**config.mk**
```make
export PLATFORM = sky130hd
export DESIGN_NAME = alct_rx_phase_scan
export DESIGN_NICKNAME = d
export VERILOG_FILES = /design/src/rtl/alct_rx_phase_scan.sv
export SDC_FILE = /design/constraint.sdc
export NUM_CORES = 1
export LEC_CHECK = 0
export BUFFER_PORTS_ARGS = -buffer_cell sky130_fd_sc_hd__buf_2
export CORE_ASPECT_RATIO = 2
export CORE_UTILIZATION = 50
export CTS_CLUSTER_DIAMETER = 50
export CTS_CLUSTER_SIZE = 10
export DETAILED_ROUTE_END_ITERATION = 8
export PLACE_DENSITY = 0.77
export RECOVER_POWER = 25
export SLEW_MARGIN = 5
export SYNTH_ARGS = -nofsm -noshare
export SYNTH_HDL_FRONTEND = slang
export SYNTH_SLANG_ARGS = --single-unit
```
**constraint.sdc**
```tcl
create_clock -name clock_i -period 6.1 [get_ports clock_i]
set_clock_uncertainty 0.05 [all_clocks]
set_input_delay 0.61 -clock clock_i [delete_from_list [all_inputs] [get_ports clock_i]]
set_output_delay 0.61 -clock clock_i [all_outputs]
set_load 0.05 [all_outputs]
```
**src/rtl/alct_rx_phase_scan.sv**
```systemverilog
// ALCT 80 MHz receive-path calibration: sweeps {posneg, delay tap}, checks the loopback pattern
// at each point, then applies the centre of the longest passing window.
module alct_rx_phase_scan #(
    parameter int unsigned      WIDTH   = 16,
    parameter logic [WIDTH-1:0] PAT1ST  = 16'hAAAA,
    parameter logic [WIDTH-1:0] PAT2ND  = 16'h5555,
    parameter int unsigned      SETTLE  = 8,
    parameter int unsigned      NSAMPLE = 64
) (
    input  logic             clock_i,
    input  logic             clr_i,
    input  logic             start_i,
    input  logic [WIDTH-1:0] dout1st_i,
    input  logic [WIDTH-1:0] dout2nd_i,
    input  logic             dly_busy_i,
    output logic             posneg_o,
    output logic [3:0]       dly_tap_o,
    output logic             dly_load_o,
    output logic             demux_clr_o,
    output logic             busy_o,
    output logic             done_o,
    output logic             fail_o,
    output logic [31:0]      pass_map_o,
    output logic [4:0]       best_idx_o,
    output logic [5:0]       best_len_o
);

    localparam logic [9:0] SettleLast = 10'(SETTLE - 1);
    localparam logic [9:0] CheckLast  = 10'(NSAMPLE - 1);

    typedef enum logic [3:0] {
        StIdle,
        StLoad,
        StWaitB,
        StSettle,
        StCheck,
        StNext,
        StEval,
        StApply,
        StApWait,
        StDone
    } state_e;

    state_e      state_q, state_d;
    logic [4:0]  idx_q, idx_d;
    logic [4:0]  set_q, set_d;
    logic [9:0]  cnt_q, cnt_d;
    logic        mis_q, mis_d;
    logic [31:0] pass_map_q, pass_map_d;
    logic        done_q, done_d;
    logic        fail_q, fail_d;
    logic [4:0]  best_idx_q, best_idx_d;
    logic [5:0]  best_len_q, best_len_d;
    logic [5:0]  run_len_q, run_len_d;
    logic [4:0]  run_start_q, run_start_d;
    logic [5:0]  bl_q, bl_d;
    logic [4:0]  bs_q, bs_d;

    logic        pat_err;
    logic        ev_bit;
    logic [5:0]  ev_len;
    logic [4:0]  ev_start;
    logic [5:0]  ev_bl;
    logic [4:0]  ev_bs;
    logic [4:0]  ev_center;
    logic        start_ok;

    assign pat_err  = (dout1st_i != PAT1ST) || (dout2nd_i != PAT2ND);
    assign start_ok = start_i && ((state_q == StIdle) || (state_q == StDone));

    // One pass_map bit per EVAL cycle; strict '>' keeps the earliest of equal-length runs.
    always_comb begin
        ev_bit    = pass_map_q[cnt_q[4:0]];
        ev_len    = ev_bit ? (run_len_q + 6'd1) : 6'd0;
        ev_start  = (run_len_q == 6'd0) ? cnt_q[4:0] : run_start_q;
        ev_bl     = bl_q;
        ev_bs     = bs_q;
        if (ev_bit && (ev_len > bl_q)) begin
            ev_bl = ev_len;
            ev_bs = ev_start;
        end
        ev_center = (ev_bl == 6'd0) ? 5'd0 : (ev_bs + 5'((ev_bl - 6'd1) >> 1));
    end

    always_comb begin
        state_d     = state_q;
        idx_d       = idx_q;
        set_d       = set_q;
        cnt_d       = cnt_q;
        mis_d       = mis_q;
        pass_map_d  = pass_map_q;
        done_d      = done_q;
        fail_d      = fail_q;
        best_idx_d  = best_idx_q;
        best_len_d  = best_len_q;
        run_len_d   = run_len_q;
        run_start_d = run_start_q;
        bl_d        = bl_q;
        bs_d        = bs_q;

        unique case (state_q)
            StIdle, StDone: begin
                if (start_ok) begin
                    pass_map_d = '0;
                    done_d     = 1'b0;
                    fail_d     = 1'b0;
                    idx_d      = '0;
                    set_d      = '0;
                    state_d    = StLoad;
                end
            end
            StLoad: state_d = StWaitB;
            StWaitB: begin
                if (!dly_busy_i) begin
                    cnt_d   = '0;
                    state_d = StSettle;
                end
            end
            StSettle: begin
                if (cnt_q == SettleLast) begin
                    cnt_d   = '0;
                    mis_d   = 1'b0;
                    state_d = StCheck;
                end else begin
                    cnt_d = cnt_q + 10'd1;
                end
            end
            StCheck: begin
                mis_d = mis_q | pat_err;
                if (cnt_q == CheckLast) begin
                    state_d = StNext;
                end else begin
                    cnt_d = cnt_q + 10'd1;
                end
            end
            StNext: begin
                pass_map_d[idx_q] = ~mis_q;
                if (idx_q == 5'd31) begin
                    cnt_d       = '0;
                    run_len_d   = '0;
                    run_start_d = '0;
                    bl_d        = '0;
                    bs_d        = '0;
                    state_d     = StEval;
                end else begin
                    idx_d   = idx_q + 5'd1;
                    set_d   = idx_q + 5'd1;
                    state_d = StLoad;
                end
            end
            StEval: begin
                run_len_d   = ev_len;
                run_start_d = ev_start;
                bl_d        = ev_bl;
                bs_d        = ev_bs;
                if (cnt_q[4:0] == 5'd31) begin
                    best_len_d = ev_bl;
                    best_idx_d = ev_center;
                    fail_d     = (ev_bl == 6'd0);
                    set_d      = ev_center;
                    state_d    = StApply;
                end else begin
                    cnt_d = cnt_q + 10'd1;
                end
            end
            StApply: state_d = StApWait;
            StApWait: begin
                if (!dly_busy_i) begin
                    done_d  = 1'b1;
                    state_d = StDone;
                end
            end
            default: state_d = StIdle;
        endcase
    end

    always_ff @(posedge clock_i) begin
        if (clr_i) begin
            state_q     <= StIdle;
            idx_q       <= '0;
            set_q       <= '0;
            cnt_q       <= '0;
            mis_q       <= 1'b0;
            pass_map_q  <= '0;
            done_q      <= 1'b0;
            fail_q      <= 1'b0;
            best_idx_q  <= '0;
            best_len_q  <= '0;
            run_len_q   <= '0;
            run_start_q <= '0;
            bl_q        <= '0;
            bs_q        <= '0;
        end else begin
            state_q     <= state_d;
            idx_q       <= idx_d;
            set_q       <= set_d;
            cnt_q       <= cnt_d;
            mis_q       <= mis_d;
            pass_map_q  <= pass_map_d;
            done_q      <= done_d;
            fail_q      <= fail_d;
            best_idx_q  <= best_idx_d;
            best_len_q  <= best_len_d;
            run_len_q   <= run_len_d;
            run_start_q <= run_start_d;
            bl_q        <= bl_d;
            bs_q        <= bs_d;
        end
    end

    assign posneg_o    = set_q[4];
    assign dly_tap_o   = set_q[3:0];
    assign dly_load_o  = (state_q == StLoad) || (state_q == StApply);
    assign demux_clr_o = ((state_q == StWaitB) || (state_q == StApWait)) && !dly_busy_i;
    assign busy_o      = (state_q != StIdle) && (state_q != StDone);
    assign done_o      = done_q;
    assign fail_o      = fail_q;
    assign pass_map_o  = pass_map_q;
    assign best_idx_o  = best_idx_q;
    assign best_len_o  = best_len_q;

endmodule
```
==> results of run 1 <==
power by group through the flow:
stage	logic, mW	registers (mW)	clock network (mW)
5_1_grt	0.519	0.678	0.616
6_report	0.475	0.672	0.588
3_3_place_gp	0.457	0.683	0
3_5_place_dp	0.471	0.683	0
2_1_floorplan	0.327	0.713	0
4_1_cts	0.473	0.670	0.592
logic make-up after synthesis:
family	synth area share [%]
AO/OA/AOI/OAI	24.3
XOR/XNOR	4.20
adder cells (fa/ha/maj)	4.29
buffers and inverters	5.84
flip-flops	34.0
multiplexers	7.27
AND/OR/NAND/NOR	20.1
registers in the layout, indices dropped and copies added, names as in the netlist, 6 cells and up:
name        flops
best_len_o      6
bl_q            6
cnt_q          10
pass_map_o     32
run_len_q       6
worst min-delay path, delay by kind of cell (launching register included):
| family | cells | cell delay (ns) |
|---|---|---|
| AOI/OAI and AO/OA | 1 | 0.05 |
| DFF | 1 | 0.31 |
| and+or+nand+nor | 1 | 0.05 |
placed cells by master (no fill, tap or decap), types with 5 or more instances in the layout:
master      n
buf_4       8
a211oi_1    5
nor2_1     65
inv_1      24
xor2_1      7
mux2i_1    30
and2_1     17
nor4bb_1    5
o32ai_1     5
mux2_2      7
o21ai_0    53
a21oi_1    90
buf_2      52
nand2b_1    7
o21ai_1     6
a22oi_1    19
nor2b_1    10
clkbuf_16   9
nand2_1    52
dfxtp_1    92
a32o_1      7
ha_1       17
nor3_1     10
and3_1      8
a31oi_1     6
xnor2_1    19
nand3b_1    6
nor4_1      5
clkbuf_1   37
nand3_1    21
how the worst max path moves through the flow:
stage | from | endpoint | slack (ns) | cells after the start
finish | cnt_q[1]$_SDFFE_PP0P_ | best_idx_o[4]$_SDFFE_PP0P_ | 0.42 | 24
global route | cnt_q[1]$_SDFFE_PP0P_ | best_idx_o[4]$_SDFFE_PP0P_ | 0.002 | 24
CTS | cnt_q[1]$_SDFFE_PP0P_ | best_idx_o[4]$_SDFFE_PP0P_ | 0.47 | 24
detailed placement | cnt_q[1]$_SDFFE_PP0P_ | best_idx_o[4]$_SDFFE_PP0P_ | 0.50 | 24
global placement | cnt_q[0]$_SDFFE_PP0P_ | best_idx_o[4]$_SDFFE_PP0P_ | 0.76 | 23
floorplan | pass_map_o[19]$_SDFFE_PP0P_ | best_idx_o[4]$_SDFFE_PP0P_ | 1.10 | 26
per-stage QoR:
stage / hold slack, ns / power (mW) / setup slack, ns / std cells
floorplan: 0.388 / 1.04 / 1.10 / 687
global placement: 0.400 / 1.14 / 0.756 / 868
detailed placement: 0.399 / 1.15 / 0.498 / 868
CTS: 0.409 / 1.73 / 0.468 / 884
global route: 0.441 / 1.81 / 0.00241 / 884
finish: 0.407 / 1.73 / 0.423 / 884
metal layers:
metal / vias to the layer above / part of all wire [%] / GRT usage (%)
met5: - / 0 / 0
met4: 0 / 6.9 / 21.4
met3: 81 / 4.7 / 4.93
met2: 233 / 52 / 50.9
met1: 2532 / 36 / 30.1
li1: 2558 / - / -
area by class of cell:
class                   count  area share, %
well taps                 137           2.79
repair buffers             96           7.42
flip-flops and latches     92           30.0
clock buffers              13           4.40
multi-input cells         519           53.2
clock inverters             3          0.714
inverters                  24           1.47
==> impl_metrics.tcl, run 1 <==
set metrics [dict create \
    area_delta_synth_final_pct 13.2 \
    powerDensity_mw_per_mm2 283 \
    min_from "best_len_o[2]$_SDFFE_PP0P_" \
    grt_antenna_before_repair 0 \
    synthFlopType "dfxtp_1" \
    p_leak_nw 2.42 \
    synth_area_leaders "dfxtp_1 34%, a21oi_1 8.3%, mux2i_1 5.5%" \
    synth_cell_type_count 58 \
    cts_resized 0 \
    dieHeight_microns 149 \
    hold_violations 0 \
    p_clk_share_pct 33.9 \
    first_global_vias 5263 \
    gp_congestion 0.896 \
    critical_path.max_stage_delay_ns 0.55 \
    ys_seq_area_share_pct 34.0 \
    first_pass_iters 5 \
    switchingPower_mw 0.609 \
    hold_buffers 0 \
    hold-path-endpoint "best_len_o[2]$_SDFFE_PP0P_" \
    io_pins 89 \
    yosys_warnings 0 \
    clkTransAtPathRegs_ns 0.07 \
    overflow 0 \
    syn_nets 741 \
    hp-class "reg -> reg" \
    cts_tree "done" \
    clk_latency_ns 0.35 \
    fin_area_sq_mm 0.00614 \
    wirelength_microns 15900 \
    vias 5404 \
    path_class "reg -> reg" \
    grt_start_max_net_pins 70 \
    postRouteAntennaNets 0 \
    worstPathRequired_ns 6.33 \
    rsz0062_at_grt "no" \
    cp-start-kind "flop" \
    cp_max_fo 18 \
    clock_path_buffers 2 \
    ys_ff_latch 92 \
    cp_num_buf_inv 3 \
    dp_hpwl_microns 11700 \
    wl_per_cell_microns 17.9 \
    placement_rows 53 \
    postSynth.asyncResetShare_pct 0 \
    port_buffers 88 \
    cts-root-buf "clkbuf_16" \
    clock_sinks 92 \
    htreeDepth 3 \
    finalSetupViolations 0 \
    vdd_drop_max_mv 0.189 \
    synth_edf_count 0 \
    cp-end-kind "flop" \
    cp_slowest_cell "o221ai_4" \
    grt_usage_pct 29.3 \
    grt_pass1_wl_microns 25100 \
    synth_area_sq_mm 0.00542 \
    reg2reg_from "cnt_q[1]$_SDFFE_PP0P_" \
    final_util_pct 58.2 \
    multi_input_comb_area_sq_mm 0.00326 \
    via_per_inst 6.11 \
    die_area_sq_mm 0.0113 \
    post-route-min-period_ns 5.68 \
    reg2reg_to "best_idx_o[4]$_SDFFE_PP0P_" \
    start_util_pct 51.4 \
    avgSynthCellArea_sq_um 7.89 \
    worst_hold_path.num_cells 2 \
    p_comb_share_pct 27.4 \
    crit_arrival_ns 5.91 \
    max-cap-violations 0 \
    coreArea_sq_mm 0.0105 \
    setup-tns-final_ns 0 \
    syn_inst 687 \
    synth_top_area_share_pct 34.0 \
    nets 796 \
    drv_slew 0 \
    yosysMostFrequentCell "dfxtp_1" \
    p_sw_share_pct 35.1 \
    ys_top_cells_by_count "92 x dfxtp_1, 90 x a21oi_1, 65 x nor2_1" \
    cts_buffers 9 \
    period_share_pct 93.1 \
    cp_cell_sequence "buf_4, mux2i_1, a22oi_1, a211oi_1, nor4_4, buf_4, and2_1, ha_1, nor2b_1, a31oi_1, o21bai_1, o221ai_4, mux2_2, ha_1, inv_1, fa_1, nor2b_1, o21ai_0, nand2b_1, xnor2_1, a21oi_1, a21o_1, mux2_4, o21ai_1" \
    fill_cells 982 \
    internal_power_mw 1.13 \
    cts_setup_buffers 0 \
    route.detailed.drc 0 \
    rr_worst_depth 24 \
    reg2reg_slack_ns 0.42 \
    status "completed" \
    yosysTopAreaCell "dfxtp_1" \
    antennaDiodeCount 0 \
    worstMarginPinSlew_ns 0.766 \
    regArea_sq_mm 0.00184 \
    crit_family "compound AO/OA/AOI/OAI gates" \
    drt-initial-drc-count 411 \
    p_seq_share_pct 38.7 \
    relSlewSlack_pct 48.6 \
    fmax_mhz 176 \
    placed_area_sq_mm 0.00587 \
    dieWidth_microns 75.6 \
    layout-drive-gt1-share_pct 12.0 \
]
Note: power is estimated with default switching activity, not from simulation.
==> run 2: changes to the inputs <==
- BUFFER_PORTS_ARGS: -buffer_cell sky130_fd_sc_hd__buf_2 -> default
- DONT_BUFFER_PORTS: default -> 1
- PLACE_DENSITY: 0.77 -> 0.7
==> run 2 against run 1 <==
- combinational power fell by 18%
- routed wire length rose by 2.1%
- hold slack got worse by 0.11 ns
- critical endpoint unchanged
- largest cell class unchanged
==> impl_metrics.tcl, run 2 (synthesis gave the netlist of run 1 again) <==
set metrics [dict create \
    cts_tree "done" \
    clkTransAtPathRegs_ns 0.07 \
    power.total_mw 1.69 \
    hp-class "in -> reg" \
    p_leak_nw 2.28 \
    p_sw_share_pct 36.1 \
    cts-root-buf "clkbuf_16" \
    path_class "reg -> reg" \
    route.detailed.drc 0 \
    switchingPower_mw 0.608 \
    htreeDepth 3 \
    drt-initial-drc-count 366 \
    cp-end-kind "flop" \
    overflow 0 \
    via_per_inst 6.21 \
    hold_violations 0 \
    worstPathRequired_ns 6.32 \
    p_seq_share_pct 43.3 \
    status "completed" \
    crit_arrival_ns 5.86 \
    powerDensity_mw_per_mm2 282 \
    whs_ns 0.301 \
    crit_cells 25 \
    drv_slew 0 \
    hold-path-endpoint "pass_map_o[10]$_SDFFE_PP0P_" \
    first_global_vias 5057 \
    antennaDiodeCount 0 \
    rr_worst_depth 25 \
    reg2reg_to "best_idx_o[4]$_SDFFE_PP0P_" \
    clock_path_buffers 2 \
    final_common_cell "dfxtp_1" \
    grt_usage_pct 30.4 \
    cp_max_fo 13 \
    reg2reg_slack_ns 0.46 \
    min_from "clr_i" \
    hold_buffers 0 \
    critical_path.max_stage_delay_ns 0.56 \
    layout_common_cells "92 x dfxtp_1, 90 x a21oi_1, 65 x nor2_1" \
    io_pins 89 \
    crit_start "pass_map_o[5]$_SDFFE_PP0P_" \
    cts_buffers 9 \
    vdd_drop_max_mv 0.192 \
    grt_antenna_before_repair 0 \
    worstMarginPinSlew_ns 1.03 \
    clk_latency_ns 0.34 \
    dieWidth_microns 75.6 \
    post-route-min-period_ns 5.64 \
    die_area_sq_mm 0.0113 \
    worst_hold_path.num_cells 1 \
    clock_sinks 92 \
    crit_family "compound AO/OA/AOI/OAI gates" \
    placement_rows 53 \
    reg2reg_from "pass_map_o[5]$_SDFFE_PP0P_" \
    cp_num_buf_inv 4 \
    p_clk_share_pct 33.6 \
    grt_pass1_wl_microns 25600 \
    vias 5173 \
    internal_power_mw 1.08 \
    cp_slowest_cell "clkbuf_1" \
    p_comb_share_pct 23.1 \
    finalSetupViolations 0 \
    wl_per_cell_microns 19.5 \
    port_buffers 0 \
    nets 745 \
    area_delta_synth_final_pct 10.2 \
    layout-drive-gt1-share_pct 9.20 \
    rsz0062_at_grt "no" \
    dieHeight_microns 149 \
    setup-tns-final_ns 0 \
    grt_start_max_net_pins 70 \
    largest_register_ffs 32 \
    cp-start-kind "flop" \
    max-cap-violations 0 \
    coreArea_sq_mm 0.0105 \
    start_util_pct 51.4 \
    period_share_pct 92.4 \
    relSlewSlack_pct 31.3 \
    first_pass_iters 5 \
    gp_congestion 0.939 \
    postRouteAntennaNets 0 \
    wirelength_microns 16200 \
    fmax_mhz 177 \
    dp_hpwl_microns 12200 \
]
[run 2: cell types whose count changed in the layout (fill, tap and decap cells not counted), sizes merged]
cell | before | now
clkinvlp | 0 | 2
clkinv | 2 | 3
inv | 24 | 25
buf | 60 | 32
clkbuf | 49 | 22
[run 2: timing repair]
| item | 4_1_cts | 5_1_grt |
|---|---|---|
| resized for setup | 0 | 0 |
| buffers inserted | 0 | 7 |
| endpoints found under the setup margin | 0 | 2 |
| endpoints found under the hold margin | 0 | 0 |
[run 2: stage by stage]
stage          std cells  worst slack [ns]  util (%)  cell area (sq um)
2_1_floorplan        687              1.10         -               5420
3_3_place_gp         810             0.717      53.7               5660
3_5_place_dp         810             0.506      53.7               5660
4_1_cts              826             0.460      56.5               5960
5_1_grt              833            0.0288      56.7               5980
6_report             833             0.462      56.7               5980
[run 2: power by group through the flow]
| stage | clock network [mW] | logic (mW) | registers (mW) |
|---|---|---|---|
| global route | 0.600 | 0.429 | 0.738 |
| global placement | 0 | 0.371 | 0.740 |
| CTS | 0.573 | 0.381 | 0.729 |
| detailed placement | 0 | 0.379 | 0.743 |
| finish | 0.567 | 0.390 | 0.730 |
| floorplan | 0 | 0.327 | 0.713 |
[run 2: routing by layer]
metal	wire length, microns	track usage [%]	vias to the layer above
met2	8750	54.1	182
met5	0	0	-
met1	5630	31.1	2474
li1	-	-	2456
met3	723	4.73	61
met4	1100	20.5	0
[run 2: worst reg2reg max path: stages, from the launching register on]
cell	delay [ns]
dfxtp_1	0.31
clkbuf_1	0.56
mux2i_1	0.15
a22oi_1	0.21
a211oi_1	0.13
nor4_4	0.15
buf_4	0.22
and2_1	0.26
ha_1	0.28
nor2b_1	0.13
a31oi_1	0.32
o21bai_1	0.18
o221ai_4	0.21
buf_12	0.16
mux2_2	0.35
ha_1	0.21
inv_1	0.07
fa_1	0.24
nor2b_1	0.06
o21ai_0	0.19
nand2b_1	0.17
xnor2_1	0.30
a21oi_1	0.11
a21o_1	0.17
mux2_4	0.26
o21ai_1	0.11
[run 2: worst max path at each step]
stage	end
finish	best_idx_o[4]$_SDFFE_PP0P_
global route	best_idx_o[4]$_SDFFE_PP0P_
CTS	best_idx_o[4]$_SDFFE_PP0P_
detailed placement	best_idx_o[4]$_SDFFE_PP0P_
global placement	best_idx_o[4]$_SDFFE_PP0P_
floorplan	best_idx_o[4]$_SDFFE_PP0P_
[run 2: area by class of cell]
| class | instances | area (sq um) |
|---|---|---|
| tap | 137 | 171 |
| fill | 958 | 4570 |
| clock inverter | 7 | 76.3 |
| sequential | 92 | 1840 |
| clock buffer | 9 | 225 |
| inverter | 24 | 90.1 |
| multi-input combinational | 519 | 3270 |
| timing repair buffer | 45 | 302 |
